<file path="src/rtl/config_frame_sequencer.sv">
// config_frame_sequencer: turns a synced stream of 32-bit configuration words into
// column frame writes (address word, NumberOfRows data words, one-cycle strobe).
module config_frame_sequencer #(
    parameter int NumberOfRows = 16,
    parameter int FrameBitsPerRow = 32,
    parameter int MaxFramesPerCol = 20,
    parameter int FrameSelectWidth = 5,
    parameter int DesyncFlag = 20,
    parameter logic [31:0] SyncWord = 32'hFAB0_FAB1
) (
    input  logic                                    CLK,
    input  logic                                    resetn,
    input  logic [31:0]                             WriteData,
    input  logic                                    WriteStrobe,
    output logic [NumberOfRows*FrameBitsPerRow-1:0] FrameData,
    output logic [MaxFramesPerCol-1:0]              FrameAddress,
    output logic [FrameSelectWidth-1:0]             FrameSelect,
    output logic                                    FrameStrobe,
    output logic                                    Synced,
    output logic                                    ConfigError
);
    localparam int RowW = $clog2(NumberOfRows);

    typedef enum logic [1:0] {UNSYNC, ADDR, DATA, STROBE} state_t;

    state_t state, nextState;
    logic [RowW-1:0] rowCnt;
    logic [FrameSelectWidth-1:0] column;
    logic [7:0] frameIdx;
    logic frameValid;
    logic addrWord, dataWord, lastWord, idxOk;

    assign addrWord = WriteStrobe && (state == ADDR || state == STROBE) && !WriteData[DesyncFlag];
    assign dataWord = WriteStrobe && state == DATA;
    assign lastWord = dataWord && rowCnt == RowW'(NumberOfRows - 1);
    assign idxOk = WriteData[7:0] < 8'(MaxFramesPerCol);

    always_comb begin
        nextState = state;
        unique case (state)
            UNSYNC: nextState = (WriteStrobe && WriteData == SyncWord) ? ADDR : UNSYNC;
            ADDR: nextState = !WriteStrobe ? ADDR : WriteData[DesyncFlag] ? UNSYNC : DATA;
            DATA: nextState = lastWord ? STROBE : DATA;
            // a word arriving during the strobe is already the next address word
            STROBE: nextState = !WriteStrobe ? ADDR : WriteData[DesyncFlag] ? UNSYNC : DATA;
            default: nextState = UNSYNC;
        endcase
    end

    always_ff @(posedge CLK or negedge resetn) begin
        if (!resetn) begin
            state <= UNSYNC;
            rowCnt <= '0;
            column <= '0;
            frameIdx <= '0;
            frameValid <= 1'b0;
            FrameData <= '0;
            FrameAddress <= '0;
            FrameSelect <= '0;
            FrameStrobe <= 1'b0;
            Synced <= 1'b0;
            ConfigError <= 1'b0;
        end else begin
            state <= nextState;
            Synced <= nextState != UNSYNC;
            FrameStrobe <= lastWord && frameValid;
            FrameAddress <= (lastWord && frameValid) ? MaxFramesPerCol'(1) << frameIdx : '0;
            if (lastWord)
                FrameSelect <= column;
            if (addrWord) begin
                column <= WriteData[31:32-FrameSelectWidth];
                frameIdx <= WriteData[7:0];
                frameValid <= idxOk;
                rowCnt <= '0;
                if (!idxOk)
                    ConfigError <= 1'b1;
            end
            if (dataWord) begin
                FrameData[rowCnt*FrameBitsPerRow +: FrameBitsPerRow] <= WriteData;
                rowCnt <= lastWord ? '0 : rowCnt + 1'b1;
            end
        end
    end
endmodule

</file>
<file path="config.mk">
export PLATFORM = sky130hd
export DESIGN_NAME = config_frame_sequencer
export DESIGN_NICKNAME = d
export VERILOG_FILES = /design/src/rtl/config_frame_sequencer.sv
export SDC_FILE = /design/constraint.sdc
export NUM_CORES = 1
export LEC_CHECK = 0
export ABC_AREA = 1
export CAP_MARGIN = 20
export CORE_ASPECT_RATIO = 0.7
export CORE_MARGIN = 4
export CORE_UTILIZATION = 50
export CTS_CLUSTER_SIZE = 10
export DETAILED_ROUTE_END_ITERATION = 10
export PLACE_DENSITY_LB_ADDON = 0.05
export REMOVE_ABC_BUFFERS = 1
export SYNTH_ARGS = -nofsm -noshare
export SYNTH_HDL_FRONTEND = slang
export SYNTH_SLANG_ARGS = --single-unit
export TNS_END_PERCENT = 50
</file>
<file path="constraint.sdc">
create_clock -name CLK -period 2.9 [get_ports CLK]
set_clock_uncertainty 0.15 [all_clocks]
set_input_delay 0.58 -clock CLK [delete_from_list [all_inputs] [get_ports CLK]]
set_output_delay 0.58 -clock CLK [all_outputs]
set_load 0.02 [all_outputs]
</file>
==> results of run 1 <==
## through the flow
| step | cell area [um^2] | std cells | TNS (ns) | total power [mW] | hold slack, ns |
|---|---|---|---|---|---|
| final | 32980 | 4149 | 0 | 15.04 | 0.3277 |
| after global placement | 31360 | 4080 | 0 | 8.442 | 0.3049 |
| after global routing | 32980 | 4149 | 0 | 15.48 | 0.3397 |
| after CTS | 32960 | 4146 | 0 | 15.11 | 0.3240 |
| after detailed placement | 31360 | 4080 | 0 | 8.448 | 0.3110 |
| after floorplan | 23570 | 2737 | -4000.09 | 8.025 | 0.1344 |
## Yosys cell counts (all sizes together)
library cell	number
a21oi	4
o32ai	1
o21ai	363
buf	122
or2	1
nand2	1043
o22ai	2
dfrtp	560
nand4	97
nand3	232
clkbuf	125
nor2	128
xor2	1
ha	3
nor3	224
inv	78
## final timing paths
check                                             start                    endpoint  slack [ns]
worst min register to register  ConfigError$_DFFE_PN0P_     ConfigError$_DFFE_PN0P_        0.33
worst max register to register    rowCnt[2]$_DFFE_PN0P_  FrameData[445]$_DFFE_PN0P_        0.12
worst min-delay path            ConfigError$_DFFE_PN0P_     ConfigError$_DFFE_PN0P_        0.33
worst max-delay path              rowCnt[2]$_DFFE_PN0P_  FrameData[445]$_DFFE_PN0P_        0.12
max in group asynchronous                        resetn  FrameData[121]$_DFFE_PN0P_        1.21
min in group asynchronous                        resetn  FrameData[136]$_DFFE_PN0P_        0.41
## registers in the layout, summed over array words and instances (netlist names)
signal and count:
FrameData 512, rowCnt 4, Synced 1, frameIdx 8
state 2, column 5, ConfigError 1, frameValid 1
FrameStrobe 1, FrameSelect 5, FrameAddress 20
## logic make-up after synthesis
| group | after synthesis | synth area share, % |
|---|---|---|
| buf+inv | 325 | 5.544 |
| compound gates | 370 | 7.539 |
| simple gates | 1725 | 29.87 |
| fa+ha+maj | 3 | 0.1523 |
| flops | 560 | 56.86 |
| xor+xnor | 1 | 0.03554 |
## power by group
part           leakage, nW  internal (mW)  total, mW  switching [mW]
sequential            7.80           7.82       7.82      0.00000281
combinational         6.48          0.130      0.495           0.365
clock                0.782           3.78       6.73            2.95
## per-layer routing
layer | part of all wire (%) | vias to the layer above | global-route usage (%) | wire length, um
met3 | 11 | 272 | 10.21 | 11190
met1 | 39 | 11720 | 49.30 | 38200
met2 | 45 | 1486 | 55.74 | 43870
met4 | 4.8 | 12 | 14.38 | 4687
li1 | - | 10780 | - | -
met5 | 0.075 | - | 0 | 74
## layout make-up
type                            instances  area [um^2]
Fill cell                            3880        15310
Sequential cell                       560        14010
Multi-Input combinational cell       2099         9323
Timing Repair Buffer                  690         6915
Clock buffer                           64         1580
Tap cell                              655        819.5
Inverter                               78        312.8
Clock inverter                          1        8.758
Antenna cell                            2        5.005
## timing repair
action | in CTS | in global routing
endpoints found under the setup margin | 0 | 30
endpoints found under the hold margin | 51 | 0
setup buffers | 0 | 1
gates resized for setup | 0 | 1
hold buffers | 1 | 0
## worst max-delay path, cell delays in order, from the launching register on
cell and delay (ns):
dfrtp_1 0.46, inv_2 0.16, nand3_1 0.09, inv_1 0.15, ha_4 0.26, inv_8 0.22, nand2_2 0.18, nor2_4 0.26
buf_4 0.18, nand2_2 0.07, buf_12 0.20, nand2_1 0.10, o21ai_0 0.10
==> metrics.csv, run 1 <==
stage,metric,value,unit
clock_network,clkSlewWorstSetupHoldPaths,0.06,ns
cells_and_area,nNetsFinal,3528,
synth,yosysWarnings,0,
drt,routedWlPerCell,23.62,um
synth,synth-seq-cells,560,
synth,synth_cell_type_count,26,
clock_network,cts_tree,built,
cells_and_area,utilization,68.30,%
sta,max_freq,359.6,MHz
placed_design,hpwlAfterDp,65790,um
synth,synth.area.top_cells,"dfrtp_1 (57%), nand2_1 (16%), o21ai_0 (5.1%)",
cells_and_area,mostFrequentLayoutCells,"nand2_1 (1032), clkdlybuf4s50_1 (573), dfrtp_1 (559)",
synth,yosysTopAreaCell,dfrtp_1,
cells_and_area,area_delta_synth_final,33.82,%
synth,synth_top_area_share,56.86,%
drt,ant_nets,0,
critical_path,end_kind,register,
global_route,grt_pass1_vias,23740,
placed_design,place_ws,0.1913,ns
drt,num_vias,24280,
drt,drt-total-wl,98020,um
die,design.core.area,48290,um^2
placed_design,port_buffers,574,
synth,syn_area,24640,um^2
cells_and_area,final_layout_size_suffix_gt1_share,6.329,%
worst_hold_path,hold_path_class,register to register,
placed_design,routabilityCongestion,0.9220,
drt,vias_per_cell,5.851,
critical_path,critPathKind,register to register,
sta,hold_viol_final,0,
die,rows,67,
global_route,grt.total_usage,36.34,%
cells_and_area,final_common_cell,nand2_1,
synth,syn_inst,2984,
critical_path,arrival,3.09,ns
sta,worst_slack,0.1189,ns
power,ir_worst_vdd,0.0004869,V
power,leakage,15.07,nW
die,die_area,52960,um^2
global_route,antenna_found_initial,6,
global_route,grt_max_degree,97,
critical_path,cp.required,3.21,ns
sta,slew_headroom,48.27,%
critical_path,reg2reg_depth,12,
worst_hold_path,hold_path_depth,1,
sta,finalSetupViolCount,0,
drt,first_pass_iters,6,
die,io_pins,575,
clock_network,cts_buffer_depth,3,
drt,drcViolationCount,0,
global_route,grt-ovfl-total,0,
die,fp.dieH,193.8,um
job,cap_violations,0,
power,p_per_area,456.1,nW/um^2
global_route,grt_pass1_wl,149400,um
drt,drt_iter0_drc,2898,
sta,min_period,2.781,ns
clock_network,cts_inserted_buffers,61,
clock_network,clock_sinks,560,
critical_path,cp-start-kind,register,
critical_path,critPathMaxFanout,64,
clock_network,cts_root_buffer,clkbuf_16,
synth,postSynthAreaPerCell,8.259,um^2
sta,finalCritPeriodShare,95.90,%
die,die-width,273.4,um
synth,seq_area_frac_synth,56.86,%
sta,maxSlewViolCount,0,
clock_network,clock_latency,0.60,ns
clock_network,htreeDepth,2,
status,status,"complete, no violations",
sta,tightest_slew,0.7700,ns
die,start_util,51.04,%
sta,rsz0062_at_grt,no,
Power figures use the tool's default switching activity.
==> run 2, diff against run 1 <==
CORE_UTILIZATION = 55   (was 50)
DONT_BUFFER_PORTS = 1   (was unset)
==> metrics.csv, run 2 (synthesis results as in run 1) <==
stage,metric,value,unit,change
cells_and_area,register_area,14010,um^2,unchanged
cells_and_area,largest_reg_flops,512,,unchanged
critical_path,slowest_delay,0.42,ns,-0.04 ns
drt,num_vias,21510,,-11%
die,die_area,48310,um^2,-8.8%
critical_path,cp_top_family,simple AND/OR/NAND/NOR gates,,
die,fp.dieH,185.1,um,-4.5%
placed_design,dpl_cell_area,25020,um^2,-20%
die,die-width,261.0,um,-4.5%
power,p_per_area,547.4,nW/um^2,+20%
clock_network,clock_sinks,560,,unchanged
sta,worst_slack,0.2805,ns,+0.1615 ns
drt,vias_per_cell,6.159,,+5.3%
cells_and_area,post-route-cell-area,26890,um^2,-18%
power,p_sw,3.073,mW,-7.4%
worst_hold_path,hold_path_class,input port to asynchronous set/reset pin,,
status,status,finished with violations,,
cells_and_area,top_regs,"FrameData x512, FrameAddress x20, frameIdx x8",,
status,violations,"negative hold slack, max-slew violations",,
critical_path,worstPathCellList,inv_2 -> nand3_1 -> inv_1 -> ha_4 -> nand2_1 -> nor2_4 -> nand2_4 -> nor2_2 -> buf_4 -> nand2_1 -> nand2_1,,
placed_design,hpwlAfterDp,57070,um,-13%
power,p_seq_share,53.1,%,+1.1 points
power,finalPower,14.72,mW,-2.1%
clock_network,cts_resized,0,,unchanged
clock_network,clock_latency,0.60,ns,about the same
sta,finalSetupViolCount,0,,unchanged
clock_network,cts_root_buffer,clkbuf_16,,
sta,hold_viol_final,288,,+288
sta,min_period,2.620,ns,-0.1615 ns
clock_network,cts_setup_buffers,0,,unchanged
clock_network,cts_tree,built,,
cells_and_area,utilization,61.17,%,-7.1 points
job,cap_violations,0,,unchanged
sta,rsz0062_at_grt,no,,
sta,maxSlewViolCount,387,,+387
clock_network,clkSlewWorstSetupHoldPaths,0.06,ns,about the same
clock_network,cts_hold_buf,28,,+27
cells_and_area,multi_input_area,9323,um^2,unchanged
cells_and_area,final_layout_size_suffix_gt1_share,6.002,%,-0.33 points
sta,fin_setup_tns,0,ns,unchanged
sta,max_freq,381.7,MHz,+6.2%
drt,ant_nets,0,,unchanged
cells_and_area,n_fill_cell,3844,,-0.93%
power,internal-power,11.65,mW,-0.64%
drt,drcViolationCount,0,,unchanged
cells_and_area,nNetsFinal,2935,,-17%
drt,first_pass_iters,6,,unchanged
cells_and_area,mostFrequentLayoutCells,"nand2_1 (1032), dfrtp_1 (559), o21ai_0 (250)",,
placed_design,place_ws,0.3182,ns,+0.1269 ns
power,switching_share,20.87,%,-1.2 points
sta,finalCritPeriodShare,90.33,%,-5.6 points
critical_path,cpMostUsedCell,nand2_1,,
critical_path,critPathKind,register to register,,
global_route,grt_pass1_wl,137100,um,-8.2%
power,pwr-share-comb,0.9,%,-2.4 points
global_route,grt_max_degree,561,,+480%
clock_network,cts_buffer_depth,3,,unchanged
placed_design,port_buffers,0,,-100%
global_route,grt-ovfl-total,0,,unchanged
drt,drt-total-wl,92150,um,-6.0%
die,design.core.area,43960,um^2,-9.0%
global_route,grt_pass1_vias,20490,,-14%
clock_network,cts_inserted_buffers,61,,unchanged
drt,routedWlPerCell,26.38,um,+12%
critical_path,crit_slowest_cell,dfrtp_1,,
die,start_util,56.06,%,+5.0 points
critical_path,critical_path_buf_inv_count,3,,-2
die,rows,64,,-4.5%
power,leakage,12.93,nW,-14%
placed_design,routabilityCongestion,0.9332,,+1.2%
global_route,antenna_found_initial,3,,-3
sta,slew_headroom,-83.78,%,-130 points
critical_path,end_kind,register,,
critical_path,cp-start-kind,register,,
cells_and_area,final_common_cell,nand2_1,,
critical_path,cp.required,3.28,ns,+0.07 ns
placed_design,dp_cells,3400,,-17%
clock_network,htreeDepth,2,,unchanged
sta,tightest_slew,2.757,ns,+1.987 ns
cells_and_area,top_register,FrameData,,
cells_and_area,stdcell_count,3493,,-16%
drt,drt_iter0_drc,2582,,-11%
cells_and_area,area_delta_synth_final,9.123,%,
critical_path,arrival,3.00,ns,-0.09 ns
power,ir_worst_vdd,0.0004963,V,+1.9%
global_route,grt.total_usage,37.28,%,+0.94 points
cells_and_area,insertedDiodeCount,0,,-2
die,io_pins,575,,unchanged
sta,holdWs,-0.4671,ns,-0.7949 ns
critical_path,critPathMaxFanout,32,,-50%
power,clkPwrFrac,45.9,%,+1.2 points
-- run 2: cell types whose count changed in the layout (fill, tap and decap cells not counted) --
cell,change
buf_12,-14
buf_4,-31
diode_2,-2
buf_6,-1
buf_8,-1
clkdlybuf4s50_1,-573
dlygate4sd3_1,+27
-- run 2: area by class of cell --
cell class              instances  share of cell area [%]
flip-flops and latches        560                   52.11
well taps                     594                   2.764
clock buffers                  64                   5.876
clock inverters                 1                 0.03257
multi-input cells            2099                   34.67
repair buffers                 97                   3.387
inverters                      78                   1.163
-- run 2: power groups by stage --
stage	registers [mW]	clock network, mW	logic, mW
detailed placement	7.96	0	0.0910
global placement	7.96	0	0.0898
global route	7.81	7.12	0.150
CTS	7.82	6.82	0.135
finish	7.82	6.76	0.138
floorplan	7.96	0	0.0665
-- run 2: final timing paths --
check	start	to	slack [ns]	cells after the start
max	rowCnt[2]$_DFFE_PN0P_	FrameData[198]$_DFFE_PN0P_	0.28	11
min	resetn	FrameData[155]$_DFFE_PN0P_	-0.47	0
max reg2reg	rowCnt[2]$_DFFE_PN0P_	FrameData[198]$_DFFE_PN0P_	0.28	11
min reg2reg	frameIdx[7]$_DFFE_PN0P_	frameIdx[7]$_DFFE_PN0P_	0.34	2
max in group asynchronous	resetn	FrameData[348]$_DFFE_PN0P_	0.90	0
min in group CLK	WriteData[8]	FrameData[8]$_DFFE_PN0P_	0.02	2
-- run 2: per-layer routing --
layer	wire length, um	vias to the layer above	GRT usage [%]
met5	0	-	0
met4	4872	0	16.47
met3	10800	222	12.67
met2	41280	1175	56.30
met1	35200	10510	49.52
li1	-	9610	-
